$ cat config.mk
export PLATFORM = sky130hd
export DESIGN_NAME = fb_writer
export DESIGN_NICKNAME = d
export VERILOG_FILES = /design/src/rtl/fb_writer_pkg.sv /design/src/rtl/fb_writer_sync_fifo.sv /design/src/rtl/fb_writer.sv
export SDC_FILE = /design/constraint.sdc
export NUM_CORES = 1
export LEC_CHECK = 0
export CAP_MARGIN = 20
export CORE_MARGIN = 1.5
export CORE_UTILIZATION = 50
export DETAILED_ROUTE_END_ITERATION = 8
export DONT_BUFFER_PORTS = 1
export HOLD_SLACK_MARGIN = 0.1
export PLACE_DENSITY = 0.65
export SLEW_MARGIN = 20
export SYNTH_ARGS = -nofsm -noshare
export SYNTH_HDL_FRONTEND = slang
export SYNTH_SLANG_ARGS = --single-unit
$ cat constraint.sdc
create_clock -name clk -period 2.25 [get_ports clk]
set_clock_uncertainty 0.15 [all_clocks]
set_input_delay 0.5625 -clock clk [delete_from_list [all_inputs] [get_ports clk]]
set_output_delay 0.5625 -clock clk [all_outputs]
set_load 0.005 [all_outputs]
$ cat src/rtl/fb_writer_pkg.sv
// Shared definitions for the frame-buffer writer: FSM encoding, screen and
// clear-burst geometry, MCB command codes and the byte-lane mask helper.
package fb_writer_pkg;

  typedef enum logic [2:0] {
    ST_IDLE     = 3'd0,
    ST_PIX_DATA = 3'd1,
    ST_PIX_CMD  = 3'd2,
    ST_CLR_DATA = 3'd3,
    ST_CLR_CMD  = 3'd4
  } fb_state_t;

  localparam int SCREEN_W        = 256;
  localparam int SCREEN_H        = 192;
  localparam int CLR_BURST_WORDS = 16;
  localparam int CLR_BURSTS      = 768;

  localparam logic [2:0] MCB_CMD_WRITE = 3'b000;

  // Write mask for a single-byte store: every lane masked except the target.
  function automatic logic [3:0] lane_mask(input logic [1:0] lane);
    lane_mask = ~(4'b0001 << lane);
  endfunction

endpackage

$ cat src/rtl/fb_writer_sync_fifo.sv
// Synchronous FIFO with registered full/empty flags; the head entry is read
// straight out of the storage registers so it is valid whenever empty is low.
module sync_fifo #(
  parameter int WIDTH = 8,
  parameter int DEPTH = 4
) (
  input  logic             clk,
  input  logic             rst,
  input  logic             wr_en,
  input  logic [WIDTH-1:0] din,
  input  logic             rd_en,
  output logic [WIDTH-1:0] dout,
  output logic             full,
  output logic             empty
);

  localparam int AW = (DEPTH > 1) ? $clog2(DEPTH) : 1;

  logic [WIDTH-1:0] mem [DEPTH];
  logic [AW-1:0]    wr_ptr;
  logic [AW-1:0]    rd_ptr;
  logic [AW:0]      count;
  logic [AW:0]      count_nx;
  logic             do_wr;
  logic             do_rd;

  assign do_wr = wr_en && !full;
  assign do_rd = rd_en && !empty;
  assign dout  = mem[rd_ptr];

  // Occupancy after this cycle's push/pop, used to register the flags.
  always_comb begin
    count_nx = count + (AW+1)'(do_wr) - (AW+1)'(do_rd);
  end

  // Pointer, occupancy and flag registers.
  always_ff @(posedge clk) begin
    if (rst) begin
      wr_ptr <= '0;
      rd_ptr <= '0;
      count  <= '0;
      full   <= 1'b0;
      empty  <= 1'b1;
    end else begin
      if (do_wr) wr_ptr <= wr_ptr + AW'(1);
      if (do_rd) rd_ptr <= rd_ptr + AW'(1);
      count <= count_nx;
      full  <= (count_nx == (AW+1)'(DEPTH));
      empty <= (count_nx == '0);
    end
  end

  // Storage array; contents are don't-care until written.
  always_ff @(posedge clk) begin
    if (do_wr) mem[wr_ptr] <= din;
  end

endmodule

$ cat src/rtl/fb_writer.sv
// Frame-buffer writer: queues single-pixel writes and whole-screen clears and
// turns them into MCB write-data pushes followed by their write commands.
module fb_writer
  import fb_writer_pkg::*;
#(
  parameter logic [29:0] FB_BASE    = 30'h0000_0000,
  parameter int          FIFO_DEPTH = 4
) (
  input  logic        clk,
  input  logic        rst,
  input  logic        pix_valid,
  output logic        pix_ready,
  input  logic [7:0]  pix_x,
  input  logic [7:0]  pix_y,
  input  logic [7:0]  pix_color,
  input  logic        clear_req,
  input  logic [7:0]  clear_color,
  output logic        busy,
  output logic [7:0]  drop_count,
  input  logic        mem_calib_done,
  input  logic        mem_cmd_full,
  input  logic        mem_wr_full,
  input  logic        mem_wr_underrun,
  input  logic        mem_wr_error,
  output logic        mem_cmd_en,
  output logic [2:0]  mem_cmd_instr,
  output logic [5:0]  mem_cmd_bl,
  output logic [29:0] mem_cmd_byte_addr,
  output logic        mem_wr_en,
  output logic [31:0] mem_wr_data,
  output logic [3:0]  mem_wr_mask
);

  fb_state_t   state;
  fb_state_t   state_nx;
  logic        fifo_full;
  logic        fifo_empty;
  logic        fifo_push;
  logic        fifo_pop;
  logic [37:0] fifo_din;
  logic [37:0] fifo_dout;
  logic [29:0] pix_addr;
  logic        pix_accept;
  logic        pix_in_range;
  logic        clr_pending;
  logic [7:0]  clr_color;
  logic [3:0]  word_cnt;
  logic [9:0]  burst_cnt;
  logic        last_word;
  logic        last_burst;
  logic        unused_status;

  // Underrun/error are status for the surrounding system, not flow control.
  assign unused_status = mem_wr_underrun | mem_wr_error;

  assign pix_ready    = !rst && !fifo_full && !clr_pending && mem_calib_done;
  assign pix_accept   = pix_valid && pix_ready;
  assign pix_in_range = (pix_y < 8'(SCREEN_H));
  assign fifo_push    = pix_accept && pix_in_range;
  assign pix_addr     = FB_BASE + {14'd0, pix_y, pix_x};
  assign fifo_din     = {pix_addr, pix_color};

  assign last_word  = (word_cnt == 4'(CLR_BURST_WORDS - 1));
  assign last_burst = (burst_cnt == 10'(CLR_BURSTS - 1));
  assign busy       = !fifo_empty || clr_pending || (state != ST_IDLE);

  sync_fifo #(
    .WIDTH(38),
    .DEPTH(FIFO_DEPTH)
  ) u_pix_fifo (
    .clk  (clk),
    .rst  (rst),
    .wr_en(fifo_push),
    .din  (fifo_din),
    .rd_en(fifo_pop),
    .dout (fifo_dout),
    .full (fifo_full),
    .empty(fifo_empty)
  );

  // FSM state register.
  always_ff @(posedge clk) begin
    if (rst) state <= ST_IDLE;
    else     state <= state_nx;
  end

  // Next state and MCB strobes; data always goes out before its command.
  always_comb begin
    state_nx   = state;
    mem_wr_en  = 1'b0;
    mem_cmd_en = 1'b0;
    fifo_pop   = 1'b0;
    case (state)
      ST_IDLE: begin
        if (mem_calib_done) begin
          if (!fifo_empty)      state_nx = ST_PIX_DATA;
          else if (clr_pending) state_nx = ST_CLR_DATA;
        end
      end
      ST_PIX_DATA: begin
        if (!mem_wr_full) begin
          mem_wr_en = 1'b1;
          fifo_pop  = 1'b1;
          state_nx  = ST_PIX_CMD;
        end
      end
      ST_PIX_CMD: begin
        if (!mem_cmd_full) begin
          mem_cmd_en = 1'b1;
          state_nx   = ST_IDLE;
        end
      end
      ST_CLR_DATA: begin
        if (!mem_wr_full) begin
          mem_wr_en = 1'b1;
          if (last_word) state_nx = ST_CLR_CMD;
        end
      end
      ST_CLR_CMD: begin
        if (!mem_cmd_full) begin
          mem_cmd_en = 1'b1;
          state_nx   = last_burst ? ST_IDLE : ST_CLR_DATA;
        end
      end
      default: state_nx = ST_IDLE;
    endcase
  end

  // Clear bookkeeping, burst/word counters and the saturating drop counter.
  always_ff @(posedge clk) begin
    if (rst) begin
      clr_pending <= 1'b0;
      word_cnt    <= '0;
      burst_cnt   <= '0;
      drop_count  <= '0;
    end else begin
      if (clear_req)
        clr_pending <= 1'b1;
      else if (state == ST_CLR_CMD && mem_cmd_en && last_burst)
        clr_pending <= 1'b0;
      if (state == ST_CLR_DATA && mem_wr_en)
        word_cnt <= word_cnt + 4'd1;
      if (state == ST_CLR_CMD && mem_cmd_en)
        burst_cnt <= last_burst ? '0 : burst_cnt + 10'd1;
      if (pix_accept && !pix_in_range && drop_count != 8'hFF)
        drop_count <= drop_count + 8'd1;
    end
  end

  // Latest requested fill colour; a repeat request just updates it.
  always_ff @(posedge clk) begin
    if (clear_req) clr_color <= clear_color;
  end

  // Registered MCB payload, loaded ahead of the cycle it is presented.
  always_ff @(posedge clk) begin
    if (rst) begin
      mem_wr_data       <= '0;
      mem_wr_mask       <= '0;
      mem_cmd_byte_addr <= '0;
      mem_cmd_bl        <= '0;
      mem_cmd_instr     <= '0;
    end else if (state == ST_IDLE && state_nx == ST_PIX_DATA) begin
      mem_wr_data       <= {4{fifo_dout[7:0]}};
      mem_wr_mask       <= lane_mask(fifo_dout[9:8]);
      mem_cmd_byte_addr <= {fifo_dout[37:10], 2'b00};
      mem_cmd_bl        <= 6'd0;
      mem_cmd_instr     <= MCB_CMD_WRITE;
    end else if (state != ST_CLR_DATA && state_nx == ST_CLR_DATA) begin
      mem_wr_data <= {4{clr_color}};
      mem_wr_mask <= 4'b0000;
    end else if (state == ST_CLR_DATA && state_nx == ST_CLR_CMD) begin
      mem_cmd_byte_addr <= FB_BASE + {14'd0, burst_cnt, 6'd0};
      mem_cmd_bl        <= 6'(CLR_BURST_WORDS - 1);
      mem_cmd_instr     <= MCB_CMD_WRITE;
    end
  end

endmodule

==> summary.txt <==
Clock Latency Late Sink = 0.43 ns
IO Count = 128
Clock Path Buffers = 2
Unique masters post-synth = 55
DR vias/cell = 5.37
vias in the first global route = 3834
critical path arrival = 2.39 ns
starting density of the core = 51.0%
peak supply drop = 0.540 mV
TritonCTS clock tree = built
final cell count without fillers = 730
CTS buffer count = 17
root buf cell = clkbuf_16
total power = 6.53 mW
Worst Hold Class = input pin to flip-flop
largest net degree at the start of global routing = 46
WHS = 0.141 ns
Initial DRC Count = 133
Inst Count DP = 664
grt ovf = 0
area of the die = 14800 um2
gr usage total = 18.6%
Syn Area/Cell = 13.6 um2
ys flop type = edfxtp_1
CTS H-tree depth = 4
clk sinks = 168
Ant. Diodes = 0
final WL = 13.1 mm
Leak = 2.82 nW
post-route ant nets = 0
Tmin final = 2.19 ns
CTS clk-pin slew, worst paths = 0.06 ns
CP top delay family = adder cells
Buf/Inv on CP = 1
fin. max-slew vios = 0
synth warn = 0
Final #Nets = 589
startpoint types = flip-flop
final setup fails = 0
relative slew slack = 57.6%
CP max-delay cell = fa_2
Worst Setup Path Type = flip-flop to flip-flop
Via Count = 3920
drt drc = 0
period utilization = 97.3%
post-synthesis sequential area ratio = 62.7%
dpl ws = -0.0920 ns
Area Overhead vs Synth = 14.6%
CP most frequent cell = ha_4
Post-synth EDFFs = 104
setup ws final = 0.0601 ns
drt first pass iters = 4
Reg area = 4410 um2
WL/cell = 17.9 um
Post-Route Utilization = 58.5%
Die H = 122 um
pwr dens = 810 nW/um2
Core ar. = 13800 um2
Fillers = 1104
post-route cell area = 8060 um2
Critical Path End Type = flip-flop
placed cell area = 7070 um2
initial antenna violation count = 0
worst path required time = 2.45 ns
synthesized cell area = 7030 um2
RSZ-0062 raised after global routing = true
first-pass GRT wire length = 20.1 mm
Worst-Margin Slew = 0.636 ns
Async S/R FF share, synth = 0%
CP Max Fanout = 3
top achievable clock speed = 457 MHz
routability cong. = 0.783
critical path cell sequence = and2b_2 -> and2_4 -> ha_4 -> inv_2 -> ha_4 -> fa_2 -> xnor2_2 -> nand2_1 -> nor3_2
synthesis-stage register bit count = 168
layout cells sized above 1 = 18.9%
row count = 43
PortBufs = 0
hpwl dp = 8.54 mm
Max Cap Viol = 0
chip width = 122 um
Fin Setup TNS = 0 ns
final hold violation count = 0
Mapped Cells = 518
max incr delay on CP = 0.36 ns
multi-input logic area = 2220 um2
status = finished, final reports clean
-- cell usage after synthesis, types with 5 or more instances --
master,n,area [um2]
a211oi_1,11,82.6
a21oi_1,18,90.1
a31oi_1,11,68.8
and2_1,7,43.8
buf_2,10,50.1
buf_4,50,375
clkbuf_1,14,52.6
dfxtp_1,64,1280
edfxtp_1,104,3120
ha_1,9,113
inv_1,12,45.0
mux2i_1,13,130
mux4_2,24,541
nand2_1,33,124
nand3_1,14,70.1
nand4_1,5,31.3
nor2_1,34,128
nor2b_1,5,31.3
o31ai_1,12,90.1
xnor2_1,9,78.8
xor2_1,8,70.1
-- cells in the final DEF (no fill, tap or decap), types with 4 or more instances in the layout --
cell type        n
a21oi_1         18
nand2_1         33
o21ai_0          4
o31ai_1         12
buf_4           20
xnor2_1          8
clkbuf_16       17
xor2_1           8
conb_1          21
nor2b_1          5
inv_1           11
mux4_2          24
inv_6            4
dlygate4sd3_1   33
edfxtp_1       104
buf_12           5
a211oi_1        11
nor2_1          34
ha_1             7
dfxtp_1         61
nand4_1          5
a31oi_1         11
mux2i_1         13
and2_2           4
nand3_1         14
-- worst register-to-register path, cell delays in order (launching register included) --
cell and delay, ns:
dfxtp_2 0.32, and2b_2 0.23, and2_4 0.16, ha_4 0.26
inv_2 0.04, ha_4 0.15, fa_2 0.37, xnor2_2 0.18
nand2_1 0.10, nor3_2 0.18
-- timing repair --
item / 4_1_cts / 5_1_grt
endpoints found under the setup margin: 1 / 2
hold endpoints to repair: 158 / 0
resized for setup: 3 / 8
hold buffers: 34 / 0
pin swaps: 0 / 4
buffers inserted: 0 / 1
-- final timing paths --
check | start | to | slack [ns] | cells after the start
setup / recovery | state[2] | u_pix_fifo.full | 0.06 | 9
hold / removal | mem_cmd_full | state[2] | 0.14 | 2
setup reg to reg | state[2] | u_pix_fifo.full | 0.06 | 9
hold reg to reg | drop_count[7] | drop_count[7] | 0.37 | 2
-- where the power goes --
group	total, mW	internal [mW]	switching (mW)	leakage, nW
Sequential	3.40	3.33	0.0646	1.46
Combinational	0.311	0.146	0.165	1.08
Clock	2.82	1.64	1.18	0.278
-- metal layers --
layer,global-route usage (%),vias to the layer above,wire (um)
li1,-,1893,-
met1,23.3,1894,5590
met2,29.3,125,6380
met3,6.98,8,968
met4,7.28,0,118
met5,0,-,0
-- registers in the layout (all words and copies together), names as in the netlist, named ones only --
name / flops
u_pix_fifo.mem: 96
mem_cmd_byte_addr: 14
burst_cnt: 10
clr_color: 8
drop_count: 8
mem_wr_data: 8
mem_wr_mask: 4
word_cnt: 4
state: 3
u_pix_fifo.count: 3
u_pix_fifo.rd_ptr: 2
u_pix_fifo.wr_ptr: 2
clr_pending: 1
mem_cmd_bl: 1
u_pix_fifo.empty: 1
u_pix_fifo.full: 1
-- cells by family after synthesis --
| family | share of synthesized area [%] |
|---|---|
| compound gates | 6.11 |
| xor+xnor | 2.12 |
| fa+ha+maj | 1.89 |
| buf+inv | 7.73 |
| flops | 62.7 |
| mux | 9.54 |
| other cells | 0.0534 |
| simple gates | 9.88 |
-- layout make-up --
cell class	instances	area share [%]
clock buffer	18	5.33
multi-input combinational	281	27.6
inverter	12	0.559
tap	180	2.80
sequential	168	54.7
clock inverter	13	1.82
timing repair buffer	58	7.21
(Power assumes the default switching activity.)
